## src/rtl/multiply_shift_add_if.sv

```systemverilog
// Handshake/operand bundle between the two's-complement stage and the shift-add multiplier.
// The ovf flag exists only when MULT_RANGE_FLAG_EN is defined.
interface multiply_shift_add_if;
  logic       start;
  logic [3:0] first_nr;
  logic [3:0] second_nr;
  logic       sign_first;
  logic       sign_second;
  logic [7:0] product;
  logic       busy;
  logic       done;
`ifdef MULT_RANGE_FLAG_EN
  logic       ovf;

  modport master (
    output start, first_nr, second_nr, sign_first, sign_second,
    input  product, busy, done, ovf
  );
  modport slave (
    input  start, first_nr, second_nr, sign_first, sign_second,
    output product, busy, done, ovf
  );
`else
  modport master (
    output start, first_nr, second_nr, sign_first, sign_second,
    input  product, busy, done
  );
  modport slave (
    input  start, first_nr, second_nr, sign_first, sign_second,
    output product, busy, done
  );
`endif
endinterface

```

## src/rtl/multiply_shift_add.sv

```systemverilog
// Sequential 4-bit sign-magnitude shift-and-add multiplier: accept, 4 RUN edges, SIGN edge, done pulse.
// Optional MULT_RANGE_FLAG_EN adds ovf, set when the signed result does not fit -8..+7.
module multiply_shift_add (
  input  logic                 clk,
  input  logic                 rst,
  multiply_shift_add_if.slave  bus
);
  typedef enum logic [1:0] {S_IDLE, S_RUN, S_SIGN} state_t;

  state_t     r_state;
  state_t     w_state_nxt;
  logic [7:0] r_acc;
  logic [7:0] r_mcand;
  logic [3:0] r_mplier;
  logic [1:0] r_cnt;
  logic       r_neg;
  logic [7:0] r_product;
  logic       r_done;
  logic       w_load;
  logic       w_step;
  logic       w_finish;
  logic       w_is_neg;
  logic [7:0] w_result;

  always_ff @(posedge clk or posedge rst) begin
    if (rst) r_state <= S_IDLE;
    else     r_state <= w_state_nxt;
  end

  always_comb begin
    w_state_nxt = r_state;
    case (r_state)
      S_IDLE:  if (bus.start) w_state_nxt = S_RUN;
      S_RUN:   if (r_cnt == 2'd3) w_state_nxt = S_SIGN;
      S_SIGN:  w_state_nxt = S_IDLE;
      default: w_state_nxt = S_IDLE;
    endcase
  end

  always_comb begin
    w_load   = 1'b0;
    w_step   = 1'b0;
    w_finish = 1'b0;
    case (r_state)
      S_IDLE:  w_load   = bus.start;
      S_RUN:   w_step   = 1'b1;
      S_SIGN:  w_finish = 1'b1;
      default: ;
    endcase
  end

  // A zero magnitude is never reported as negative.
  assign w_is_neg = r_neg && (r_acc != 8'd0);
  assign w_result = w_is_neg ? (8'd0 - r_acc) : r_acc;

  always_ff @(posedge clk or posedge rst) begin
    if (rst) begin
      r_acc     <= 8'd0;
      r_mcand   <= 8'd0;
      r_mplier  <= 4'd0;
      r_cnt     <= 2'd0;
      r_neg     <= 1'b0;
      r_product <= 8'd0;
      r_done    <= 1'b0;
    end else begin
      r_done <= w_finish;
      if (w_load) begin
        r_mcand  <= {4'b0, bus.first_nr};
        r_mplier <= bus.second_nr;
        r_acc    <= 8'd0;
        r_cnt    <= 2'd0;
        r_neg    <= bus.sign_first ^ bus.sign_second;
      end else if (w_step) begin
        if (r_mplier[0]) r_acc <= r_acc + r_mcand;
        r_mcand  <= r_mcand << 1;
        r_mplier <= r_mplier >> 1;
        r_cnt    <= r_cnt + 2'd1;
      end
      if (w_finish) r_product <= w_result;
    end
  end

  assign bus.product = r_product;
  assign bus.done    = r_done;
  assign bus.busy    = (r_state != S_IDLE);

`ifdef MULT_RANGE_FLAG_EN
  logic r_ovf;

  // Negative results reach -8 in 4 bits, positive ones only +7.
  always_ff @(posedge clk or posedge rst) begin
    if (rst)           r_ovf <= 1'b0;
    else if (w_finish) r_ovf <= w_is_neg ? (r_acc > 8'd8) : (r_acc > 8'd7);
  end

  assign bus.ovf = r_ovf;
`endif
endmodule

```

## src/flat_wrapper.sv

```systemverilog
// flat-port wrapper written by rule: the top's interface ports become plain ports
module multiply_shift_add_flat 
  (clk, rst, bus_start, bus_first_nr, bus_second_nr, bus_sign_first, bus_sign_second, bus_product, bus_busy, bus_done);
  multiply_shift_add_if bus_i ();
  input  logic clk;
  input  logic rst;
  input wire logic [$bits(bus_i.start)-1:0] bus_start;
  input wire logic [$bits(bus_i.first_nr)-1:0] bus_first_nr;
  input wire logic [$bits(bus_i.second_nr)-1:0] bus_second_nr;
  input wire logic [$bits(bus_i.sign_first)-1:0] bus_sign_first;
  input wire logic [$bits(bus_i.sign_second)-1:0] bus_sign_second;
  output wire logic [$bits(bus_i.product)-1:0] bus_product;
  output wire logic [$bits(bus_i.busy)-1:0] bus_busy;
  output wire logic [$bits(bus_i.done)-1:0] bus_done;
  assign bus_i.start = bus_start;
  assign bus_i.first_nr = bus_first_nr;
  assign bus_i.second_nr = bus_second_nr;
  assign bus_i.sign_first = bus_sign_first;
  assign bus_i.sign_second = bus_sign_second;
  assign bus_product = bus_i.product;
  assign bus_busy = bus_i.busy;
  assign bus_done = bus_i.done;
  multiply_shift_add u_core (.clk(clk), .rst(rst), .bus(bus_i));
endmodule
```

## config.mk

```make
export PLATFORM = sky130hd
export DESIGN_NAME = multiply_shift_add_flat
export DESIGN_NICKNAME = d
export VERILOG_FILES = /design/src/rtl/multiply_shift_add_if.sv /design/src/rtl/multiply_shift_add.sv /design/src/flat_wrapper.sv
export SDC_FILE = /design/constraint.sdc
export NUM_CORES = 1
export LEC_CHECK = 0
export ABC_AREA = 0
export ABC_CLOCK_PERIOD_IN_PS = 3700
export CORE_MARGIN = 10
export CORE_UTILIZATION = 65
export DETAILED_ROUTE_END_ITERATION = 8
export DONT_BUFFER_PORTS = 1
export PLACE_DENSITY = 0.81
export REMOVE_ABC_BUFFERS = 1
export SLEW_MARGIN = 10
export SYNTH_ARGS = -nofsm -noshare
export SYNTH_HDL_FRONTEND = slang
export SYNTH_SLANG_ARGS = --single-unit
export TNS_END_PERCENT = 100
```

## constraint.sdc

```tcl
create_clock -name clk -period 3.7 [get_ports clk]
set_input_delay 0.74 -clock clk [delete_from_list [all_inputs] [get_ports clk]]
set_output_delay 0.74 -clock clk [all_outputs]
set_load 0.03 [all_outputs]
```

After elaboration in Yosys (flattened, before gate mapping)
Cells that the tools add are included.
Widths: inputs -> output; s select.
- output and inout port bits: 10
- register bits after elaboration: 34
- bits in writable memories: 0
- memory bits (read-only): 0
- memories: 0
- word-level logic and storage cells: 41
- latch bits: 0
- bits of input ports: 13
- bitwise gates (word level): 1
- reduce and logical (&&, ||, !) cells: 8
- multiplexer cells: 16
- multiply operators: 0
- order comparisons: 0
- add/subtract/negate cells: 3
- shifts and indexed selects: 0
- eq/ne operators: 5
- divide/modulo/power cells: 0
- operator list (cell ; count):
    $mux 8 ; 6
    $add 8x8->8 ; 1
    $mux 2 ; 4
    $mux 4 ; 2
    $reduce_bool 8->1 ; 1
    $sub 1x8->8 const A ; 1
    $reduce_bool 2->1 ; 3
    $eq 2x2->1 const B ; 2
    $pmux 2 s2 ; 1
    $reduce_and 2->1 ; 2
    $mux 1 ; 3
    $add 2x1->2 const B ; 1
    $eq 2x1->1 const B ; 1
    $logic_not 2->1 ; 1
    $ne 2x1->1 const B ; 1
    $ne 2x2->1 const B ; 1
    $logic_and 1x1->1 ; 1
    $xor 1x1->1 ; 1

Logic depth before layout (Yosys ltp)
Gate-level depths: netlist of run 1.
- depth after elaboration: 4
- depth in mapped cells: 8
- depth with buffers taken out: 8

Worst setup path before layout of run 1
No wires, ideal clock.
- kind: register to register
- start: register u_core.r_acc[2]
- end: register u_core.r_acc[6]
- required time: 3631 ps
- path buffers: 0
- path slack: 1942 ps
- cell stages (with the launch flop): 7
- library setup time: 69 ps
- data arrival time: 1689 ps
- period minus slack after synthesis: 1758 ps
- cells stage by stage: dfrtp_1 -> ha_1 -> nor2b_1 -> o21ai_0 -> a21oi_1 -> or4_1 -> nand3_1
- word-level cells in the longest chain between the ends: 4
- ends and longest elaborated chain (element ; line ; source):
    start: declaration ; multiply_shift_add.sv:12 ; logic [7:0] r_acc;
    start signal: assignment ; multiply_shift_add.sv:74 ; if (r_mplier[0]) r_acc <= r_acc + r_mcand;
    $add 8x8->8 ; multiply_shift_add.sv:74 ;
    $mux 8 ; multiply_shift_add.sv:74 ;
    $mux 8 ; multiply_shift_add.sv:73 ; end else if (w_step) begin
    $mux 8 ; multiply_shift_add.sv:67 ; if (w_load) begin
No other way between the ends. The select of a mux whose other input is x is not followed.
A chain may end at the register's enable or synchronous reset.

Worst setup path after layout of run 1
- start: register u_core.r_state[1]
- end: output bus_busy
- word-level cells in the longest chain between the ends: 1
- ends and longest elaborated chain (element ; line ; source):
    start: declaration ; multiply_shift_add.sv:10 ; state_t r_state;
    start signal: assignment ; multiply_shift_add.sv:27 ; else r_state <= w_state_nxt;
    $reduce_bool 2->1 ; multiply_shift_add.sv:85 ; assign bus.busy = (r_state != S_IDLE);
    end: declaration ; flat_wrapper.sv:13 ; output wire logic [$bits(bus_i.busy)-1:0] bus_busy;
No other way between the ends.

==> impl_metrics.tcl, run 1 <==
set metrics [dict create \
    grt_pass1_wl_um 6290 \
    grt_pass1_vias 1453 \
    final_net_count 220 \
    yosysMostFrequentCell "dfrtp_1" \
    post-route-period-util_pct 57.3 \
    hold_path_class "in2async" \
    peakVddDrop_mv 0.652 \
    drc 0 \
    crit_family "flip-flops" \
    slowest_delay_ns 0.59 \
    p_leak_uw 0.000873 \
    tritoncts "yes" \
    grt_overflow_total 0 \
    ios 23 \
    path_cells "or2_2" \
    crit_path_end_kind "primary output" \
    synth_xor_area_share_pct 4.17 \
    dr.pass1.iters 4 \
    report.final.hold_viol_count 0 \
    maxSlewHeadroom_pct 62.6 \
    gp_congestion 0.888 \
    p_per_area_nw_per_um2 878 \
    pwr-share-seq_pct 46.1 \
    synth_simple_gate_area_share_pct 15.6 \
    clock_sinks 34 \
    crit_path_top_delay_cell "dfrtp_1" \
    synth_seq_cells 34 \
    fin_setup_tns_ns 0 \
    path_clk_slew_ns 0.10 \
    wl_um 3800 \
    rows 19 \
    setup_violations 0 \
    core_um2 2760 \
    synth_edf_count 0 \
    die_area_um2 5460 \
    synth_area_leaders "dfrtp_1, o21ai_0, ha_1" \
    synth_top_family_by_area "compound AO/OA/AOI/OAI gates" \
    crit_path_start_kind "flip-flop" \
    fin_crit_ns 2.12 \
    fin_skew_ns 0.00545 \
    maxCapViolations 0 \
    synth_ff_type "dfrtp_1" \
    tightestPinTransition_ns 0.560 \
    antenna_found_initial 0 \
    power.switching_uw 779 \
    yosys.cell_types.count 39 \
    cts.path.max_buffers 2 \
    final_cells 229 \
    grt_max_degree 22 \
    avgRoutedWirePerCell_um 16.6 \
    syn_area_um2 1890 \
    status "finished, final reports clean" \
    dpl.hpwl_um 2770 \
    cts-htree-levels 2 \
    synth-seq-area-share_pct 45.1 \
    worstSetupPathType "reg2out" \
    dieWidth_um 73.9 \
    yosys_warnings 0 \
    cts_hold_buf 0 \
    antenna_cells_inserted 0 \
    die_y_um 73.9 \
    netlist_top_cells_count "dfrtp_1, o21ai_0, nand2_1, a21oi_1, nor2b_1" \
    start_util_pct 68.5 \
    syn_to_final_growth_pct 4.37 \
    synth_mux_area_share_pct 2.25 \
    fmax_mhz 472 \
    syn_avg_cell_area_um2 9.68 \
    postSynthCellCount 195 \
    dp_cells 221 \
    p_int_uw 951 \
    ant_nets 0 \
    synth.top_cell.area_share_pct 45.1 \
    drive_gt1_share_pct 8.08 \
    io_buffers 0 \
    slew_violations 0 \
    yosysTopAreaCell "dfrtp_1" \
    root_buffer "clkbuf_4" \
    postCtsSetupRepairBufs 0 \
    synthAdderAreaFrac_pct 7.02 \
    p_sw_share_pct 45.0 \
    crit_fanout 16 \
    cp.required_ns 2.96 \
    cts_made_buffers 5 \
    clkPwrFrac_pct 12.1 \
    grt_usage_pct 14.6 \
    fillers 219 \
    async_flop_share_pct 100 \
    rsz0062_at_grt "false" \
    vias_per_cell 6.31 \
    drtIter0Drc 95 \
    clk_latency_ns 0.33 \
    vias 1444 \
    critical_path_buf_inv_count 0 \
    worstPathArrival_ns 1.38 \
    synth-compound-area-share_pct 22.4 \
    ctsResizeCount 0 \
    combPwrFrac_pct 41.8 \
]
power groups by stage:
| stage | combinational, uW | sequential, uW | clock [uW] |
|---|---|---|---|
| 6_report | 723 | 798 | 209 |
| 3_3_place_gp | 686 | 797 | 0 |
| 2_1_floorplan | 596 | 745 | 0 |
| 5_1_grt | 817 | 826 | 228 |
| 4_1_cts | 726 | 799 | 214 |
| 3_5_place_dp | 723 | 806 | 0 |
area by class of cell:
cell class	instances	area, um^2	share of cell area (%)
Clock buffer	7	55.1	2.79
Clock inverter	1	5.00	0.254
Inverter	9	33.8	1.71
Multi-Input combinational cell	145	972	49.3
Sequential cell	34	851	43.2
Tap cell	31	38.8	1.97
Timing Repair Buffer	2	15.0	0.762
layout by cell type, fill, tap and decap left out, types with 6 or more instances in the layout:
master and n:
ha_1 9, inv_1 9, nor2_1 6, nand2b_1 6, o21ai_0 25, nor2b_1 13
a21oi_1 15, a22oi_1 6, dfrtp_1 34, nand2_1 18
routing by layer:
layer	vias to the layer above	global-route usage, %	part of all wire (%)	wire length (um)
met2	47	24.1	48	1820
li1	700	-	-	-
met5	-	0	0	0
met3	15	5.11	7.5	283
met4	0	7.04	3.3	127
met1	682	16.3	41	1560
registers in the layout, summed over array words and instances (netlist names):
name / flops
u_core.bus.done: 1
u_core.bus.product: 8
u_core.r_acc: 8
u_core.r_cnt: 2
u_core.r_mcand: 8
u_core.r_mplier: 4
u_core.r_neg: 1
u_core.r_state: 2
metrics by stage:
| step | power (uW) | cell area, um^2 | worst slack, ns | utilization (%) | hold WS [ns] |
|---|---|---|---|---|---|
| after floorplan | 1340 | 1860 | 1.57 | - | 0.465 |
| after global placement | 1480 | 1910 | 1.87 | 69.3 | 0.488 |
| after detailed placement | 1530 | 1910 | 1.81 | 69.3 | 0.494 |
| after CTS | 1740 | 1970 | 1.59 | 71.5 | 0.333 |
| after global routing | 1870 | 1970 | 1.53 | 71.5 | 0.355 |
| final | 1730 | 1970 | 1.58 | 71.5 | 0.317 |
cell families after synthesis:
family,after synthesis
xor+xnor,9
mux,4
buf+inv,16
simple gates,56
compound gates,66
fa+ha+maj,10
flops,34
path summary, 6_finish.rpt:
check | startpoint | to | slack, ns | cells after the start
max reg2reg | u_core.r_acc[2] | u_core.r_acc[6] | 1.66 | 6
min | rst | u_core.bus.product[0] | 0.32 | 1
max | u_core.r_state[1] | bus_busy | 1.58 | 1
min reg2reg | u_core.r_mplier[3] | u_core.r_mplier[3] | 0.51 | 2
min in group clk | u_core.r_mplier[3] | u_core.r_mplier[3] | 0.51 | 2
max in group asynchronous | rst | u_core.r_mcand[5] | 2.71 | 2
Power figures use the tool's default switching activity.
==> run 2, diff against run 1 <==
--- a/config.mk
+++ b/config.mk
@@ -6,12 +6,12 @@
 export NUM_CORES = 1
 export LEC_CHECK = 0
 export ABC_AREA = 0
-export ABC_CLOCK_PERIOD_IN_PS = 3700
+export ABC_CLOCK_PERIOD_IN_PS = 2130
 export CORE_MARGIN = 10
-export CORE_UTILIZATION = 65
+export CORE_UTILIZATION = 62
 export DETAILED_ROUTE_END_ITERATION = 8
 export DONT_BUFFER_PORTS = 1
-export PLACE_DENSITY = 0.81
+export PLACE_DENSITY = 0.78
 export REMOVE_ABC_BUFFERS = 1
 export SLEW_MARGIN = 10
 export SYNTH_ARGS = -nofsm -noshare
==> constraint.sdc (replaced) <==
create_clock -name clk -period 2.13 [get_ports clk]
set_input_delay 0.426 -clock clk [delete_from_list [all_inputs] [get_ports clk]]
set_output_delay 0.426 -clock clk [all_outputs]
set_load 0.03 [all_outputs]
==> impl_metrics.tcl, run 2 (synthesized netlist as in run 1, its figures left out) <==
set metrics [dict create \
    crit_path_end_kind "flip-flop" \
    r2r_end "u_core.r_acc[6]" \
    syn_to_final_growth_pct 5.83 \
    grt_usage_pct 15.0 \
    p_leak_uw 0.000887 \
    rows 19 \
    final_net_count 224 \
    use_met1_pct 16.7 \
    setup_violations 0 \
    cts_made_buffers 5 \
    antenna_found_initial 0 \
    vias 1432 \
    gp_congestion 0.918 \
    grt_overflow_total 0 \
    crit_family "simple AND/OR/NAND/NOR gates" \
    path_clk_slew_ns 0.09 \
    fin_skew_ns 0.00585 \
    grt_util_met2_pct 25.2 \
    grt_max_degree 21 \
    met3_usage_pct 5.65 \
    io_buffers 0 \
    root_buffer "clkbuf_4" \
    fin_crit_ns 1.93 \
    drtIter0Drc 99 \
    cp.required_ns 2.40 \
    grt_pass1_wl_um 6530 \
    cts.path.max_buffers 2 \
    fin_setup_tns_ns 0 \
    fmax_mhz 517 \
    critical_path_buf_inv_count 0 \
    ctsResizeCount 0 \
    start_util_pct 66.7 \
    report.final.hold_viol_count 0 \
    maxSlewHeadroom_pct 58.5 \
    postCtsSetupRepairBufs 0 \
    fillers 229 \
    wl_um 3870 \
    ant_nets 0 \
    dpl.hpwl_um 2950 \
    maxCapViolations 0 \
    die_area_um2 5650 \
    hold_path_class "in2async" \
    top_usage_layer "met2" \
    mostFrequentLayoutCell "dfrtp_1" \
    status "finished, final reports clean" \
    path_cells "ha_1 > nor2b_1 > o21ai_0 > a21oi_1 > or4_1 > nand3_1" \
    die_y_um 75.2 \
    antenna_cells_inserted 0 \
    rsz0062_at_grt "false" \
    dr.pass1.iters 4 \
    finalWorstSetupSlack_ns 0.196 \
    core_um2 2830 \
    cts-htree-levels 2 \
    vias_per_cell 6.17 \
    dieWidth_um 75.2 \
    place_ws_ns 0.252 \
    crit_path_top_delay_cell "or4_1" \
    peakVddDrop_mv 0.751 \
    p_per_area_nw_per_um2 1510 \
    avgRoutedWirePerCell_um 16.7 \
    tightestPinTransition_ns 0.623 \
    slew_violations 0 \
    crit_path_start_kind "flip-flop" \
    final_cell_mix "dfrtp_1, o21ai_0, nand2_1" \
    holdWs_ns 0.0482 \
    crit_fanout 7 \
    grt_pass1_vias 1486 \
    cts_hold_buf 0 \
    ios 23 \
    clock_sinks 34 \
    clk_latency_ns 0.33 \
    regToRegSetupSlack_ns 0.20 \
    worstPathArrival_ns 2.21 \
    slowest_delay_ns 0.48 \
    worstSetupPathType "reg2reg" \
    r2r-start "u_core.r_acc[2]" \
    ff2ff_path_depth 6 \
    tritoncts "yes" \
    drc 0 \
    post-route-period-util_pct 90.8 \
    drive_gt1_share_pct 8.96 \
]
-- run 2: changes by cell type in the layout (fill, tap and decap cells not counted) --
| cell | previous run | this run |
|---|---|---|
| clkbuf_8 | 1 | 0 |
| buf_4 | 2 | 5 |
| clkbuf_1 | 1 | 2 |
| clkinv_2 | 1 | 0 |
| buf_12 | 0 | 1 |
-- run 2: routing by layer --
layer | wire [um] | vias to the layer above
met3 | 265 | 9
met1 | 1580 | 678
met5 | 0 | -
li1 | - | 705
met4 | 80 | 0
met2 | 1940 | 40
-- run 2: worst register-to-register path: cells and delay by family, from the launching register on --
kind | cells | cell delay [ns]
and+or+nand+nor | 3 | 0.72
DFF | 1 | 0.47
adders and majority gates | 1 | 0.36
AOI/OAI and AO/OA | 2 | 0.32
-- run 2: worst max path at each step --
stage | from | end | cells past startpoint
2_1_floorplan | u_core.r_state[0] | u_core.r_acc[7] | 5
3_3_place_gp | u_core.r_mcand[0] | u_core.r_acc[6] | 8
3_5_place_dp | u_core.r_acc[2] | u_core.r_acc[6] | 6
4_1_cts | u_core.r_acc[2] | u_core.r_acc[6] | 6
5_1_grt | u_core.r_acc[2] | u_core.r_acc[6] | 6
6_report | u_core.r_acc[2] | u_core.r_acc[6] | 6
-- run 2: power by group --
part | switching (uW) | internal [uW]
clock | 194 | 124
combinational | 751 | 629
sequential | 418 | 905
-- run 2: layout make-up --
cell class / instances / area, um^2 / area share, %
inverter: 9 / 33.8 / 1.69
timing repair buffer: 6 / 57.6 / 2.88
sequential: 34 / 851 / 42.6
multi-input combinational: 145 / 972 / 48.7
clock buffer: 7 / 45.0 / 2.25
tap: 31 / 38.8 / 1.94
-- run 2: through the flow --
step | cells | power (uW) | util, % | instance area [um^2]
floorplan | 188 | 2330 | - | 1860
global route | 232 | 3300 | 70.6 | 2000
CTS | 232 | 3040 | 70.6 | 2000
global placement | 225 | 2620 | 69.0 | 1950
detailed placement | 225 | 2710 | 69.0 | 1950
finish | 232 | 3020 | 70.6 | 2000
